`src/rtl/decoder_3x8_pulse.sv`:
```
// Registered 3-to-8 decoder / pulse generator with valid/ready input handshake.
// Optional even-parity checking on the input code is enabled by defining DEC_PARITY_EN.
module decoder_3x8_pulse #(
    parameter int PULSE_LEN = 4,
    parameter int GAP_LEN   = 1,
    parameter int CNT_W     = 8
) (
    input  logic       clk,
    input  logic       rst,
    input  logic       en,
    input  logic       in_valid,
    input  logic [2:0] in_code,
`ifdef DEC_PARITY_EN
    input  logic       in_parity,
    output logic       parity_err,
`endif
    output logic       in_ready,
    output logic [7:0] out,
    output logic       out_valid,
    output logic       busy
);

    typedef enum logic [1:0] {
        IDLE,
        ACTIVE,
        GAP
    } state_t;

    localparam logic [CNT_W-1:0] PULSE_LOAD = CNT_W'(PULSE_LEN - 1);
    localparam logic [CNT_W-1:0] GAP_LOAD   = (GAP_LEN > 0) ? CNT_W'(GAP_LEN - 1) : '0;

    state_t           state, state_next;
    logic [CNT_W-1:0] cnt, cnt_next;
    logic [7:0]       out_next;
    logic             accept;
    logic             code_ok;
    logic             perr_next;

`ifdef DEC_PARITY_EN
    assign code_ok = ~(^{in_parity, in_code});
`else
    assign code_ok = 1'b1;
`endif

    // in_ready is gated by rst so it drops the moment reset is asserted.
    assign in_ready  = en && !rst && (state == IDLE);
    assign accept    = in_valid && in_ready;
    assign out_valid = |out;
    assign busy      = (state != IDLE);

    always_ff @(posedge clk or posedge rst) begin
        if (rst) begin
            state <= IDLE;
            cnt   <= '0;
            out   <= '0;
        end else begin
            state <= state_next;
            cnt   <= cnt_next;
            out   <= out_next;
        end
    end

`ifdef DEC_PARITY_EN
    always_ff @(posedge clk or posedge rst) begin
        if (rst) begin
            parity_err <= 1'b0;
        end else begin
            parity_err <= perr_next;
        end
    end
`endif

    always_comb begin
        state_next = state;
        cnt_next   = cnt;
        out_next   = out;
        perr_next  = 1'b0;

        case (state)
            IDLE: begin
                if (accept) begin
                    if (code_ok) begin
                        out_next   = 8'(1) << in_code;
                        cnt_next   = PULSE_LOAD;
                        state_next = ACTIVE;
                    end else begin
                        perr_next = 1'b1;
                    end
                end
            end
            ACTIVE: begin
                if (cnt == '0) begin
                    out_next = '0;
                    if (GAP_LEN == 0) begin
                        state_next = IDLE;
                        cnt_next   = '0;
                    end else begin
                        state_next = GAP;
                        cnt_next   = GAP_LOAD;
                    end
                end else begin
                    cnt_next = cnt - CNT_W'(1);
                end
            end
            GAP: begin
                if (cnt == '0) begin
                    state_next = IDLE;
                end else begin
                    cnt_next = cnt - CNT_W'(1);
                end
            end
            default: begin
                state_next = IDLE;
                cnt_next   = '0;
                out_next   = '0;
            end
        endcase

        // Dropping enable aborts any pulse or gap in progress.
        if (!en) begin
            state_next = IDLE;
            cnt_next   = '0;
            out_next   = '0;
        end
    end

endmodule

```
`config.mk`:
```
export PLATFORM = sky130hd
export DESIGN_NAME = decoder_3x8_pulse
export DESIGN_NICKNAME = d
export VERILOG_FILES = /design/src/rtl/decoder_3x8_pulse.sv
export SDC_FILE = /design/constraint.sdc
export NUM_CORES = 1
export LEC_CHECK = 0
export ABC_AREA = 1
export CORE_MARGIN = 10
export CORE_UTILIZATION = 50
export CTS_CLUSTER_DIAMETER = 40
export DETAILED_ROUTE_END_ITERATION = 10
export HOLD_SLACK_MARGIN = 0.08
export PLACE_DENSITY_LB_ADDON = 0.12
export SETUP_SLACK_MARGIN = 0.15
export SLEW_MARGIN = 20
export SYNTH_ARGS = -nofsm -noshare
export SYNTH_HDL_FRONTEND = slang
export SYNTH_SLANG_ARGS = --single-unit
```
`constraint.sdc`:
```
create_clock -name clk -period 3.4 [get_ports clk]
set_input_delay 0.85 -clock clk [delete_from_list [all_inputs] [get_ports clk]]
set_output_delay 0.85 -clock clk [all_outputs]
set_load 0.01 [all_outputs]
```
# --- Word-level counts from Yosys, hierarchy flattened ---
# Index checks and enable logic that the tools add are counted.
# Widths: inputs -> output; s select.
totals:
  register_bits: 18
  in_bits: 7
  out_inout_bits: 11
  word_cells: 37
op_classes:
  addsub: 1
  eq_ne: 7
  shifts: 1
  muxes: 14
  n_reduce_logical: 11
op_table:
  columns: ["op", "count"]
  rows:
  - ["$mux 8", 7]
  - ["$pmux 8 s3", 2]
  - ["$ne 3x3->1 const B", 4]
  - ["$logic_not 8->1", 1]
  - ["$mux 2", 4]
  - ["$reduce_or 8->1", 1]
  - ["$shl 1x3->8 const A", 1]
  - ["$sub 8x1->8 const B", 1]
  - ["$pmux 2 s3", 1]
  - ["$reduce_and 3->1", 2]
  - ["$logic_and 1x1->1", 3]
  - ["$eq 2x1->1 const B", 1]
  - ["$eq 2x2->1 const B", 1]
  - ["$logic_not 2->1", 1]
  - ["$ne 2x2->1 const B", 1]
  - ["$reduce_and 2->1", 1]
  - ["$reduce_bool 2->1", 1]
  - ["$logic_not 1->1", 1]

# --- Logic depth before layout (Yosys ltp) ---
# Gate-level depths: netlist (run 1).
depth:
  ltp_word: 7
  ltp_mapped: 10
  ltp_nobuf: 10

# --- Least setup slack after synthesis (run 1) ---
# OpenSTA, ideal clock, no wires.
synth_path:
  path_kind: "in2reg"
  startpoint: "input rst"
  endpoint: "register cnt[7]"
  setup_ps: 113
  arrival_ps: 1886
  required_ps: 3287
  path_slack_ps: 1401
  stages: 9
  path_buffers: 1
  cell_sequence: "inv_1 > nand2_1 > nand3_1 > buf_4 > nand2_4 > nor2_1 > nor2_1 > nand2_1 > inv_1"
synth_between:
  elab_chain_cells: 6
synth_lines:
  columns: ["element", "line_no", "rtl"]
  rows:
  - ["start: declaration", "9", "input logic rst,"]
  - ["$logic_not 1->1 (no source line)", null, null]
  - ["$logic_and 1x1->1 (2 in series)", "46", "assign in_ready = en && !rst && (state == IDLE);"]
  - ["$logic_and 1x1->1", "47", "assign accept = in_valid && in_ready;"]
  - ["$ne 3x3->1 (no source line)", null, null]
  - ["$reduce_and 2->1 (no source line)", null, null]
  - ["end signal: assignment", "58", "cnt <= cnt_next;"]
  - ["end: declaration", "33", "logic [CNT_W-1:0] cnt, cnt_next;"]
# No other way between the ends.
# A chain may end at the register's enable or synchronous reset.

# --- Worst setup path in the final report (run 1) ---
layout_path:
  startpoint: "input en"
  endpoint: "output in_ready"
layout_between:
  elab_chain_cells: 2
layout_lines:
  columns: ["element", "line_no", "rtl"]
  rows:
  - ["start: declaration", "10", "input logic en,"]
  - ["$logic_and 1x1->1 (2 in series)", "46", null]
  - ["end: declaration", "17", "output logic in_ready,"]
# No other way between the ends.

==> impl_metrics.json, run 1 <==
{
  "outcome": "finished, final reports clean",
  "grt_usage_pct": 12.2,
  "peakVddDrop_mv": 0.324,
  "area_growth_pct": 20.1,
  "ys_types": 25,
  "ant_nets": 0,
  "gp_congestion": 0.828,
  "die_h_um": 68.0,
  "grt_antenna_before_repair": 0,
  "cts_sinks": 18,
  "layout.cells.non_filler": 203,
  "yosysSeqAreaShare_pct": 39.1,
  "period_needed_ps": 3020,
  "setup_ws_ps": 376,
  "met2WireLength_um": 1250,
  "cts_buffers": 3,
  "dieArea_um2": 4620,
  "synth_top_family_by_area": "simple AND/OR/NAND/NOR gates",
  "ys.flop_type": "dfrtp_1",
  "finalWirelength_um": 2570,
  "synth-compound-area-share_pct": 4.67,
  "post_cts_resized": 0,
  "cts_tree": "yes",
  "synthAdderAreaFrac_pct": 2.17,
  "wl_per_cell_um": 12.6,
  "clk_pin_slew_ps": 100,
  "drc": 0,
  "p_per_area_nw_per_um2": 506,
  "cts_root_buf": "clkbuf_4",
  "synth_xor_area_share_pct": 0.761,
  "min_period_over_period_pct": 88.9,
  "synth-seq-cells": 18,
  "critPathKind": "input port to output port",
  "synth_commonest_cells": "nand2_1 (44), dfrtp_1 (18), inv_1 (18)",
  "path_max_fanout": 5,
  "drive_gt1_share_pct": 14.9,
  "grt_max_degree": 19,
  "io_pins": 18,
  "syn_nets": 163,
  "syn_area_um2": 1150,
  "syn_area_per_cell_um2": 7.47,
  "dr_wl_met3_um": 145,
  "first_iter_violations": 54,
  "vias_per_cell": 5.17,
  "firstDrtPassIters": 4,
  "num_vias": 1049,
  "fin_skew_ps": 0.728,
  "required_ps": 2550,
  "cts_max_path_buffers": 2,
  "dp_slack_ps": 372,
  "drt-met1-wl_um": 1150,
  "synth_top_area_share_pct": 39.1,
  "synth_area_leaders": "dfrtp_1 (39%), nand2_1 (14%), nand3_1 (6.1%), inv_1 (5.9%), nor2_1 (3.9%)",
  "clock_latency_ps": 290,
  "synth_edf_count": 0,
  "synth-simple-area-share_pct": 44.5,
  "ctsHoldBuffers": 0,
  "start_util_pct": 52.0,
  "async_reset_ff_share_pct": 100,
  "grt-ovfl-total": 0,
  "dp_hpwl_um": 2060,
  "std_cell_rows": 17,
  "die_x_um": 68.0,
  "arrival_ps": 2170,
  "synthMuxAreaShare_pct": 0,
  "rsz0062_at_grt": "no",
  "hp-class": "flip-flop to flip-flop",
  "io_buffers": 17,
  "yosysWarnings": 0,
  "power_leakage_nw": 0.696,
  "cp-end-kind": "output port",
  "antennaDiodeCount": 0,
  "synth.most_common_cell": "nand2_1",
  "slew_violations": 0,
  "fin_setup_tns_ps": 0,
  "finalHoldViolations": 0,
  "startpoint_type": "input port",
  "setup_viol": 0,
  "tightest_slew_ps": 294,
  "post-place-cells": 200,
  "maxCapViolCount": 0,
  "synth_top_area_cell": "dfrtp_1",
  "clock.fmax_mhz": 331,
  "cts_setup_buffers": 0,
  "maxUsedRoutingLayer": "met4",
  "fin_util_pct": 62.5,
  "htreeDepth": 1,
  "postSynthCellCount": 154,
  "first_global_vias": 1021,
  "grt_pass1_wl_um": 4420,
  "core_um2": 2210,
  "nets": 186,
  "slew-limit-headroom_pct": 80.3
}
==> state kept, by name (all words and copies together) (netlist names) <==
register  cells
out           8
cnt           8
state         2
==> per-stage QoR <==
step           hold WS [ps]  area (um^2)  power (W)
6_report                507         1380   0.000699
5_1_grt                 519         1380   0.000761
4_1_cts                 505         1380   0.000708
3_5_place_dp            480         1360   0.000598
3_3_place_gp            477         1360   0.000587
2_1_floorplan           459         1150   0.000512
==> worst max-delay path, stage by stage <==
cell,delay [ps]
clkdlybuf4s50_1,480
nand2_1,120
nor2_1,160
clkdlybuf4s50_1,570
==> per-layer routing <==
metal	track usage (%)	vias up
li1	-	536
met1	14.9	487
met2	20.1	24
met3	2.77	2
met4	4.77	0
met5	0	-
==> cell type report <==
type                       count  area, um^2
timing repair buffer          20         193
clock buffer                   3        22.5
sequential                    18         450
multi-input combinational    112         599
fill                         202         830
tap                           28        35.0
inverter                      22        82.6
==> placed cells by master (no fill, tap or decap), drive strengths merged <==
cell type,n
nor3,7
nand3,15
a21oi,3
inv,22
o21ai,4
xor2,1
ha,2
nand4,6
nand2,48
nand3b,4
clkbuf,3
buf,3
clkdlybuf4s50,17
dfrtp,18
nor4,1
o31ai,1
nor2,20
==> where the power goes <==
part	internal [W]	leakage, nW	switching, W
sequential	0.000244	0.244	0.0000290
combinational	0.000122	0.439	0.000197
clock	0.0000412	0.0138	0.0000657
==> kinds of logic (layout without fill, tap and decap cells) <==
kind of cell	count (synthesis)	after routing
DFF	18	18
buffers and inverters	24	45
and+or+nand+nor	101	101
xor gates and xnor gates	1	1
AOI/OAI and AO/OA	8	8
adders and majority gates	2	2
==> final timing paths <==
check | start | endpoint | slack [ps] | cells past startpoint
worst max-delay path | en | in_ready | 380 | 4
worst min-delay path | cnt[0] | cnt[0] | 510 | 2
worst max register to register | cnt[0] | cnt[7] | 1860 | 9
worst min register to register | cnt[0] | cnt[0] | 510 | 2
max in group asynchronous | rst | cnt[3] | 2280 | 3
min in group asynchronous | rst | out[2] | 920 | 3
(Power assumes the default switching activity.)
==> run 2: changes to the inputs <==
--- a/config.mk
+++ b/config.mk
@@ -5,15 +5,15 @@
 export SDC_FILE = /design/constraint.sdc
 export NUM_CORES = 1
 export LEC_CHECK = 0
-export ABC_AREA = 1
 export CORE_MARGIN = 10
 export CORE_UTILIZATION = 50
 export CTS_CLUSTER_DIAMETER = 40
 export DETAILED_ROUTE_END_ITERATION = 10
+export DONT_BUFFER_PORTS = 1
 export HOLD_SLACK_MARGIN = 0.08
 export PLACE_DENSITY_LB_ADDON = 0.12
 export SETUP_SLACK_MARGIN = 0.15
-export SLEW_MARGIN = 20
+export SLEW_MARGIN = 40
 export SYNTH_ARGS = -nofsm -noshare
 export SYNTH_HDL_FRONTEND = slang
 export SYNTH_SLANG_ARGS = --single-unit
==> impl_metrics.json, run 2 <==
{
  "outcome": "finished, final reports clean",
  "grt_antenna_before_repair": 0,
  "start_util_pct": 53.4,
  "area_growth_pct": 3.78,
  "power_w": 0.000823,
  "p_per_area_nw_per_um2": 750,
  "core_um2": 1980,
  "slew_violations": 0,
  "peakVddDrop_mv": 0.365,
  "nFillCells": 179,
  "required_ps": 2550,
  "grt_usage_pct": 11.5,
  "postSynthCellCount": 110,
  "syn_nets": 119,
  "clk_pin_slew_ps": 90,
  "setup_viol": 0,
  "synth-seq-cells": 18,
  "syn_area_per_cell_um2": 9.62,
  "num_vias": 849,
  "grt_max_degree": 20,
  "hp-class": "input port to async pin",
  "nets": 119,
  "period_needed_ps": 2180,
  "mostFrequentLayoutCell": "dfrtp_1",
  "syn_area_um2": 1060,
  "grt-ovfl-total": 0,
  "ant_nets": 0,
  "clock.fmax_mhz": 458,
  "power_leakage_nw": 0.467,
  "cp_slowest_cell": "dfrtp_1",
  "finalWirelength_um": 2300,
  "critPathKind": "flip-flop to output port",
  "rsz0062_at_grt": "no",
  "yosysWarnings": 0,
  "slew-limit-headroom_pct": 52.9,
  "die_x_um": 66.0,
  "cts_max_path_buffers": 2,
  "std_cell_rows": 16,
  "ys.flop_type": "dfrtp_1",
  "cts_buffers": 3,
  "arrival_ps": 1330,
  "ys_types": 38,
  "dp_hpwl_um": 1730,
  "synth_top_area_share_pct": 42.6,
  "path_max_fanout": 8,
  "grt_pass1_wl_um": 3930,
  "firstDrtPassIters": 4,
  "async_reset_ff_share_pct": 100,
  "vias_per_cell": 6.29,
  "switching_power_w": 0.000364,
  "fin_skew_ps": 1.31,
  "yosysSeqAreaShare_pct": 42.6,
  "dieArea_um2": 4360,
  "crit_path_start": "state[1]",
  "htreeDepth": 1,
  "synth_commonest_cells": "dfrtp_1 (18), o21ai_0 (10), nand2_1 (8)",
  "finalHoldViolations": 0,
  "setup_ws_ps": 1220,
  "cp-end-kind": "output port",
  "gp_congestion": 0.825,
  "synth.most_common_cell": "dfrtp_1",
  "synth_edf_count": 0,
  "ff2ff_setup_slack_ps": 1260,
  "maxCapViolCount": 0,
  "intPower_w": 0.000460,
  "post_cts_resized": 0,
  "slowest_delay_ps": 490,
  "cts_root_buf": "clkbuf_4",
  "ctsHoldBuffers": 0,
  "drc": 0,
  "worstSetupEndpoint": "in_ready",
  "io_buffers": 0,
  "io_pins": 18,
  "cts_tree": "yes",
  "synth_area_leaders": "dfrtp_1 (43%), o41ai_1 (5.0%), o21ai_0 (4.7%), a211o_1 (3.3%), nand2_1 (2.8%)",
  "die_h_um": 66.0,
  "clock_latency_ps": 280,
  "rr_worst_depth": 6,
  "startpoint_type": "flip-flop",
  "cts_setup_buffers": 0,
  "synth_top_area_cell": "dfrtp_1",
  "fin_setup_tns_ps": 0,
  "min_period_over_period_pct": 64.2,
  "crit_chain": "nor2_1 > and3_1",
  "final_cell_mix": "dfrtp_1 (18), o21ai_0 (10), nand2_1 (8)",
  "drive_gt1_share_pct": 11.1,
  "r2r-start": "cnt[0]",
  "p_comb_share_pct": 48.1,
  "swShare_pct": 44.2,
  "pwr-share-seq_pct": 39.7,
  "top_regs": "cnt x8, out x8, state x2",
  "first_global_vias": 840,
  "antennaDiodeCount": 0,
  "pwr-share-clk_pct": 12.2,
  "wl_per_cell_um": 17.0,
  "cts_sinks": 18,
  "dp_slack_ps": 1190,
  "r2r_end": "out[0]",
  "first_iter_violations": 44,
  "tightest_slew_ps": 704
}
-- run 2: cell count changes after synthesis, sizes merged, moves of 5 or more --
cell | before | now
o21ai | 4 | 11
nand2 | 48 | 8
nand4 | 6 | 1
o41ai | 0 | 6
nor2 | 20 | 5
nand3 | 15 | 4
inv | 22 | 5
-- run 2: critical path: cells and delay by family, from the launching register on --
family	cells	cell delay, ps
simple gates	2	560
flops	1	490
-- run 2: power by group through the flow --
stage	Sequential, W	Combinational (W)	Clock, W
after global placement	0.000330	0.000387	0
after floorplan	0.000311	0.000348	0
after global routing	0.000339	0.000444	0.000115
after detailed placement	0.000331	0.000395	0
final	0.000327	0.000396	0.000101
after CTS	0.000326	0.000397	0.000107
-- run 2: final cells by class --
class | instances | area, um^2 | share of cell area [%]
Sequential cell | 18 | 450 | 41.0
Clock buffer | 3 | 22.5 | 2.05
Multi-Input combinational cell | 80 | 558 | 50.8
Timing Repair Buffer | 2 | 15.0 | 1.37
Tap cell | 27 | 33.8 | 3.08
Inverter | 5 | 18.8 | 1.71
-- run 2: cells by family after synthesis --
logic type | Yosys count | share of synthesized area, %
AND/OR/NAND/NOR | 35 | 18.7
AO/OA/AOI/OAI | 39 | 27.7
flip-flops | 18 | 42.6
multiplexers | 4 | 4.02
adder cells (fa/ha/maj) | 2 | 2.36
buffers and inverters | 12 | 4.73
-- run 2: how the worst min path moves through the flow --
stage,to,slack (ps),cells after the start
after detailed placement,cnt[1],530,1
after global routing,out[2],490,2
after floorplan,cnt[1],490,1
after global placement,cnt[1],520,1
after CTS,cnt[1],480,2
final,cnt[1],480,2
-- run 2: metal layers --
layer	part of all wire (%)	up-vias	global-route usage (%)
met4	0.70	0	4.71
met5	0	-	0
met1	46	407	13.9
met3	6.6	2	4.24
met2	47	20	17.8
li1	-	420	-
-- run 2: per-stage QoR --
stage               util, %  hold WS (ps)  cells  instance area, um^2
finish                 55.4           480    135                 1100
global route           55.4           494    135                 1100
CTS                    55.4           478    135                 1100
detailed placement     54.3           526    132                 1080
global placement       54.3           519    132                 1080
floorplan                 -           488    110                 1060
